--- src/rtl/dec_port_arbiter.sv ---
// Round-robin arbiter that shares the 6-bit address predecoder port between four requesters.
// Optional build macro ARB_PRIO0_EN: requester 0 wins every arbitration point without moving ptr.
module dec_port_lane #(
  parameter int ADDR_W = 6
) (
  input  logic              sel,
  input  logic [ADDR_W-1:0] addr,
  output logic [ADDR_W-1:0] addr_q
);
  assign addr_q = sel ? addr : '0;
endmodule

module dec_port_arbiter #(
  parameter int ADDR_W   = 6,
  parameter int HOLD_MAX = 4
) (
  input  logic                  clk,
  input  logic                  rst,
  input  logic [3:0]            req,
  input  logic [4*ADDR_W-1:0]   addr_in,
  output logic [3:0]            gnt,
  output logic [ADDR_W-1:0]     dec_addr,
  output logic                  dec_en,
  output logic                  busy
);
  localparam int          NUM_LANES = 4;
  localparam logic [3:0]  HOLD_LAST = 4'(HOLD_MAX - 1);

  typedef enum logic {IDLE, GRANT} state_t;

  state_t     state;
  logic [1:0] ptr;
  logic [3:0] hold_cnt;

  logic       arb, found, upd_ptr;
  logic [1:0] win;
  logic [NUM_LANES-1:0][ADDR_W-1:0] lane_addr;

  // Grant ends when the grantee drops its request or uses up its hold budget.
  always_comb begin
    arb     = (state == IDLE) || ((req & gnt) == 4'b0) || (hold_cnt == HOLD_LAST);
    found   = 1'b0;
    win     = ptr;
    upd_ptr = 1'b1;
    // Walk offsets from farthest to nearest so the nearest set bit after ptr wins.
    for (int k = NUM_LANES; k >= 1; k--) begin
      if (req[ptr + 2'(k)]) begin
        found = 1'b1;
        win   = ptr + 2'(k);
      end
    end
`ifdef ARB_PRIO0_EN
    if (req[0]) begin
      found   = 1'b1;
      win     = 2'd0;
      upd_ptr = 1'b0;
    end
`endif
  end

  always_ff @(posedge clk or posedge rst) begin
    if (rst) begin
      state    <= IDLE;
      gnt      <= 4'b0000;
      ptr      <= 2'd3;
      hold_cnt <= 4'd0;
    end else if (arb) begin
      hold_cnt <= 4'd0;
      if (found) begin
        state <= GRANT;
        gnt   <= 4'b0001 << win;
        if (upd_ptr) ptr <= win;
      end else begin
        state <= IDLE;
        gnt   <= 4'b0000;
      end
    end else begin
      hold_cnt <= hold_cnt + 4'd1;
    end
  end

  // Address path is gated per lane by the registered grant, then OR-merged.
  for (genvar i = 0; i < NUM_LANES; i++) begin : g_lane
    dec_port_lane #(.ADDR_W(ADDR_W)) u_lane (
      .sel    (gnt[i]),
      .addr   (addr_in[i*ADDR_W +: ADDR_W]),
      .addr_q (lane_addr[i])
    );
  end

  always_comb begin
    dec_addr = '0;
    for (int i = 0; i < NUM_LANES; i++) dec_addr = dec_addr | lane_addr[i];
  end

  assign dec_en = |gnt;
  assign busy   = (state == GRANT);
endmodule

--- config.mk ---
export PLATFORM = sky130hd
export DESIGN_NAME = dec_port_arbiter
export DESIGN_NICKNAME = d
export VERILOG_FILES = /design/src/rtl/dec_port_arbiter.sv
export SDC_FILE = /design/constraint.sdc
export NUM_CORES = 1
export LEC_CHECK = 0
export CORE_ASPECT_RATIO = 1.4
export CORE_MARGIN = 2
export CORE_UTILIZATION = 38
export DETAILED_ROUTE_END_ITERATION = 12
export PLACE_DENSITY = 0.88
export SETUP_SLACK_MARGIN = 0.5
export SYNTH_ARGS = -nofsm -noshare
export SYNTH_HDL_FRONTEND = slang
export SYNTH_SLANG_ARGS = --single-unit
--- constraint.sdc ---
create_clock -name clk -period 1.9 [get_ports clk]
set_input_delay 0.38 -clock clk [delete_from_list [all_inputs] [get_ports clk]]
set_output_delay 0.38 -clock clk [all_outputs]
set_load 0.05 [all_outputs]
After elaboration in Yosys (flattened, before gate mapping):

Index checks and enable logic that the tools add are counted.

* register bits: 11
* bits of input ports: 30
* output and inout bits: 12
* word-level logic and storage cells: 46

* $add $sub $neg: 4
* magnitude comparators: 4
* eq/ne operators: 1
* shift-type cells: 1
* muxes and demuxes: 22
* bitwise logic cells: 5
* reductions and logical operators: 5

Operator list (count)
* $mux 6: 4
* $or 6x6->6: 3
* $lt 2x3->1 const B: 4
* $mux 1: 9
* $bmux 1 s2: 4
* $mux 4: 2
* $mux 2: 3
* $add 2x2->2 const B: 2
* $add 4x1->4 const B: 1
* $and 4x4->4: 1
* $eq 4x2->1 const B: 1
* $logic_not 4->1: 1
* $reduce_or 4->1: 1
* $shl 1x2->4 const A: 1
* $add 2x1->2 const B: 1
* $logic_or 1x1->1: 2
* $reduce_and 2->1: 1
* $not 1->1: 1

Longest topological paths before layout:

Gate-level depths: netlist (run 1).

* depth after elaboration: 8
* gate-level depth with buffers: 5
* mapped depth without buffers: 5

Modules after synthesis:

A second synthesis (run 1) with hierarchy kept.

* cells, all modules: 79
* area, all modules: 784.5 µm²

By module, submodules not included
* dec_port_arbiter: times used 1, cells each 55, area an instance 634.4 µm², sequential area each 277.8 µm²
* dec_port_lane: times used 4, cells each 6, area an instance 37.5 µm², sequential area each 0.0 µm²

Worst setup path after synthesis (run 1):

OpenSTA, ideal clock, no wires.

* path type: register to output
* start point: register gnt[3]
* end point: output port dec_en
* arrival: 1.279 ns
* required time: 1.520 ns
* path slack: 0.241 ns
* cell stages (with the launch flop): 3
* path buffers: 1
* cell sequence: dfrtp_1 -> buf_2 -> or4_1

* word-level cells in the longest chain between the ends: 1

RTL lines
* start: declaration: RTL line 21 `output logic [3:0] gnt,`
* start signal: assignment: RTL line 71 `gnt <= 4'b0001 << win;`
* $reduce_or 4->1: RTL line 96 `assign dec_en = |gnt;`
* end: declaration: RTL line 23 `output logic dec_en,`

Every way passes these cells.

Worst setup path in the final report (run 1):

* start point: register gnt[2]
* end point: output port dec_en

Same word-level chain as after synthesis.

==> results.yml, run 1 <==
final_layout:
  layout_commonest_cell: "clkdlybuf4s50_1"
  fin_nets: 171
  post-route-util_pct: 76.44
  nFillCells: 128
  drive_above_1_share_pct: 39.57
  layout.cells.non_filler: 160
  final_cell_mix: "clkdlybuf4s50_1, nand2_1, buf_4"
  antenna_cells: 0
  final_cell_area_sq_mm: 0.001490
  syn2layout_area_growth_pct: 89.35
logic_synthesis:
  avgSynthCellArea_sq_um: 8.745
  synth_top_area_share_pct: 28.62
  synth_top_family_by_area: "compound AO/OA/AOI/OAI gates"
  synth_compound_area_share_pct: 34.18
  netlist_area_sq_um: 787.0
  synth-simple-area-share_pct: 15.42
  ys_warn_count: 0
  yosys.area.top_type: "dfrtp_1"
  synth-seq-area-share_pct: 35.29
  synthTopCellsByArea: "dfrtp_1, a22oi_1, dfstp_2, nand2_1, o21ai_0"
  ys_ff_latch: 11
  synth_xor_area_share_pct: 1.113
  syn-num-nets: 121
  synth_mux_area_share_pct: 2.703
  synthAdderAreaFrac_pct: 1.590
  synth_cells: 90
  synth.distinct_cells: 31
detailed_routing:
  drt-total-wl_um: 3023
  avgViaCountPerCell: 5.956
  drt_pass1_iterations: 4
  detail_route.iter0.violations: 30
  drc_errors: 0
  ant_nets: 0
  num_vias: 953
  avgRoutedWirePerCell_um: 18.89
critical_path:
  reg2reg_to: "ptr[0]"
  critPathKind: "flip-flop to output port"
  critPathMaxFanout: 10
  startpoint_type: "flip-flop"
  arrival_ns: 1.39
  rrSetupSlack_ns: 0.25
  worstPathRequired_ns: 1.52
  critPathCaptureType: "output port"
  worstReg2RegStart: "gnt[1]"
  r2r_cells: 5
sta:
  tightestPinTransition_ns: 0.4017
  fin_ws_ns: 0.1253
  fmax_mhz: 563.5
  skew_ns: 0.005731
  setup-violations-final: 0
  hold_viol: 0
  fin_crit_ns: 1.775
  slew-limit-headroom_pct: 73.19
  min_period_over_period_pct: 93.40
  rsz0062_at_grt: "yes"
  slew_viol_final: 0
placement:
  place_inst: 149
  dp_hpwl_um: 1965
  preCtsSetupSlack_ns: -0.01890
  globalplace.congestion: 0.9130
  placed_cell_area_sq_mm: 0.001264
  io_buffers: 41
clock_tree:
  cts_tree: "yes"
  cts_num_sinks: 11
  postCtsHoldBufs: 0
  cts_buffers: 3
  cts_root_buf: "clkbuf_4"
  clk-insertion-delay-late_ns: 0.29
  htreeDepth: 1
  clk_path_buf_depth: 2
  clk_pin_slew_ns: 0.07
die:
  die-area_sq_mm: 0.002456
  fp.dieH_um: 57.85
  die-width_um: 42.46
  ios: 42
  coreArea_sq_mm: 0.001949
  start_util_pct: 40.37
  rows: 19
global_routing:
  antenna_found_initial: 0
  grt_pass1_wl_um: 4643
  grt_max_degree: 12
  overflow: 0
  grt_pass1_vias: 961
  grt_usage_pct: 25.98
power_and_ir_drop:
  powerDensity_mw_per_mm2: 1583
  power_mw: 2.359
  p_leak_nw: 0.6361
  ir_drop_v: 0.0008388
job:
  timing.max_cap.violations: 0
run_status:
  outcome: "complete, no violations"
worst_hold_path:
  hold_path.class: "primary input to async pin"
==> layer usage <==
metal  wire length (um)  track usage, %  up-vias
met5                  0               0        -
met4                146           16.52        0
met3                193           4.984       17
met2               1691           47.47       57
met1                991           26.48      451
li1                   -               -      428
==> through the flow <==
step	hold WS, ns	setup TNS [ns]
3_3_place_gp	0.4416	0
5_1_grt	0.4442	0
2_1_floorplan	0.2310	0
6_report	0.3727	0
4_1_cts	0.3942	0
3_5_place_dp	0.4558	-0.01890
==> worst max-delay path, stage by stage, from the launching register on <==
cell     delay, ns
dfrtp_2       0.50
or4_4         0.44
buf_6         0.17
==> worst max path at each step <==
stage,from,end,depth (start not counted)
after global placement,req[1],ptr[0],5
final,gnt[2],dec_en,2
after global routing,gnt[2],dec_en,2
after detailed placement,req[1],ptr[0],5
after floorplan,gnt[1],ptr[0],5
after CTS,gnt[3],dec_en,2
==> cells by family (layout without fill, tap and decap cells) <==
kind of cell,after synthesis,count (layout)
buffers and inverters,13,62
muxes,2,2
DFF,11,11
and+or+nand+nor,27,27
adders and majority gates,1,1
xor gates and xnor gates,1,1
AOI/OAI and AO/OA,35,35
==> area by class of cell <==
type	instances	area, sq um	share of cell area, %
multi-input combinational	66	530.5	35.60
sequential	11	282.8	18.98
timing repair buffer	55	613.1	41.14
clock buffer	4	26.28	1.763
inverter	3	11.26	0.7557
tap	21	26.28	1.763
==> report_power, final <==
group | switching (mW) | leakage [nW] | total (mW) | internal (mW)
Clock | 0.0866 | 0.0150 | 0.168 | 0.0818
Combinational | 0.895 | 0.490 | 1.74 | 0.847
Sequential | 0.116 | 0.131 | 0.448 | 0.332
==> sequential cells by signal (all words and copies together), names as in the netlist <==
| signal | count |
|---|---|
| busy | 1 |
| gnt | 4 |
| hold_cnt | 4 |
| ptr | 2 |
==> cells in the mapped netlist <==
cell       instances
mux2i_1            1
buf_2              3
ha_1               1
o211ai_1           1
dfstp_2            2
inv_1              3
xor2_1             1
o22a_1             2
o221ai_1           3
nor2b_1            3
buf_6              1
nand2b_1           2
o31a_1             1
a22oi_1           12
mux2_1             1
buf_4              4
nand2_1           14
a22o_1             2
or4_1              1
a2bb2oi_1          1
dfrtp_1            9
o221a_4            1
o22ai_1            1
o21ai_0            6
a21oi_4            1
clkbuf_2           1
a21oi_1            4
nor2_1             5
clkbuf_1           1
nand3_1            1
and2_1             1
==> repair_timing <==
| action | 4_1_cts | 5_1_grt |
|---|---|---|
| endpoints found under the setup margin | 21 | 21 |
| gates resized for setup | 19 | 23 |
| cloned | 1 | 0 |
| pin swaps | 6 | 9 |
| endpoints found under the hold margin | 0 | 0 |
| buffers inserted | 4 | 2 |
(Power assumes the default switching activity.)
==> run 2, diff against run 1 <==
CELL_PAD_IN_SITES_DETAIL_PLACEMENT = 0   (was not set)
CELL_PAD_IN_SITES_GLOBAL_PLACEMENT = 1   (was not set)
CORE_UTILIZATION = 27   (was 38)
CTS_CLUSTER_SIZE = 24   (was not set)
PLACE_DENSITY = 0.89   (was 0.88)
==> run 2 against run 1 <==
  * Worst setup slack better by 0.045 ns
  * Sequential share of layout area up 0.19 points
  * Cell area down 1.0%
  * Clock skew down 0.0047 ns
  * Register-to-register slack worse by 0.03 ns
  * Combinational power down 8%
  * Die area up 37%
  * Critical path type unchanged
  * Largest power group unchanged
==> results.yml, run 2 (synthesis gave the netlist of run 1 again) <==
clock_tree:
  cts_tree: "yes"
  clk_path_buf_depth: 2
  htreeDepth: 1
  cts_num_sinks: 11
  clk_pin_slew_ns: 0.05
  cts_root_buf: "clkbuf_8"
  clk-insertion-delay-late_ns: 0.24
  cts_buffers: 3
  postCtsHoldBufs: 0
global_routing:
  grt_pass1_wl_um: 4319
  grt_max_degree: 12
  antenna_found_initial: 0
  overflow: 0
  grt_pass1_vias: 923
  grt_usage_pct: 16.88
sta:
  fin_ws_ns: 0.1704
  tightestPinTransition_ns: 0.3926
  fin_crit_ns: 1.730
  min_period_over_period_pct: 91.03
  rsz0062_at_grt: "yes"
  slew-limit-headroom_pct: 73.80
  slew_viol_final: 0
  skew_ns: 0.001007
  hold_viol: 0
  hold-worst-slack_ns: 0.4301
  fmax_mhz: 578.2
  setup-violations-final: 0
detailed_routing:
  drc_errors: 0
  drt-total-wl_um: 2749
  avgRoutedWirePerCell_um: 15.62
  drt_pass1_iterations: 4
  ant_nets: 0
  avgViaCountPerCell: 5.199
  detail_route.iter0.violations: 13
  num_vias: 915
critical_path:
  worstPathRequired_ns: 1.52
  startpoint_type: "flip-flop"
  critPathMaxFanout: 2
  rrSetupSlack_ns: 0.22
  r2r_cells: 5
  critPathKind: "flip-flop to output port"
  critPathCaptureType: "output port"
  arrival_ns: 1.35
die:
  coreArea_sq_mm: 0.002820
  rows: 23
  fp.dieH_um: 67.88
  ios: 42
  die-width_um: 49.63
  die-area_sq_mm: 0.003369
  start_util_pct: 27.91
placement:
  place_inst: 167
  placed_cell_area_sq_mm: 0.001299
  dp_hpwl_um: 1993
  preCtsSetupSlack_ns: -0.02731
  io_buffers: 41
  globalplace.congestion: 0.9136
run_status:
  outcome: "complete, no violations"
power_and_ir_drop:
  ir_drop_v: 0.0007331
  powerDensity_mw_per_mm2: 1548
  p_leak_nw: 0.6133
final_layout:
  layout.cells.non_filler: 176
  drive_above_1_share_pct: 37.41
  layout_commonest_cell: "clkdlybuf4s50_1"
  syn2layout_area_growth_pct: 87.44
  final_cell_mix: "clkdlybuf4s50_1, buf_4, nand2_1"
  fin_nets: 171
  final_cell_area_sq_mm: 0.001475
  antenna_cells: 0
  top_regs: "gnt x4, hold_cnt x4, ptr x2"
worst_hold_path:
  hold_path.class: "primary input to async pin"
job:
  timing.max_cap.violations: 0
## run 2: cell types whose count changed in the layout (fill, tap and decap cells not counted), moves of 3 or more
cell      delta
clkbuf_8     +3
buf_8        -3
buf_4        +4
clkbuf_4     -3
## run 2: area by class of cell
class	instances	area, sq um
Multi-Input combinational cell	66	505.5
Inverter	3	11.26
Timing Repair Buffer	55	584.3
Sequential cell	11	282.8
Tap cell	37	46.29
Fill cell	273	1345
Clock buffer	4	45.04
## run 2: critical path: stages (launching register included)
cell     delay (ns)
dfrtp_2        0.41
or4_4          0.54
buf_6          0.17
## run 2: metal layers
metal  global-route usage, %  part of all wire [%]  wire [um]
met1                   17.62                    37       1004
met3                   2.402                   6.8        186
met4                   8.333                   2.1         57
met2                   32.83                    55       1501
met5                       0                     0          0
## run 2: final timing paths
check	start	end
worst min register to register	hold_cnt[0]	hold_cnt[0]
min in group clk	hold_cnt[0]	hold_cnt[0]
max in group asynchronous	rst	ptr[0]
worst min-delay path	rst	hold_cnt[3]
worst max register to register	gnt[1]	ptr[0]
worst max-delay path	gnt[3]	dec_en
## run 2: timing repair
action / in CTS / in global routing
setup endpoints to repair: 21 / 20
resized for setup: 19 / 10
pin swaps: 5 / 4
setup buffers: 5 / 0
## run 2: power by group
part	internal, mW	switching [mW]	total, mW
Sequential	0.333	0.120	0.453
Combinational	0.770	0.831	1.60
Clock	0.147	0.0825	0.229
## run 2: stage by stage
stage	utilization (%)	total power [mW]	setup TNS, ns
final	52.31	2.283	0
after global routing	52.31	2.392	0
after CTS	50.84	2.223	0
after detailed placement	46.05	1.851	-0.04384
after global placement	46.05	1.824	0
after floorplan	-	1.331	0
==> run 3, diff against run 2 <==
CAP_MARGIN = 10   (was not set)
==> results of run 3 <==
The final DEF is identical to that of run 2; final timing and power are the same.
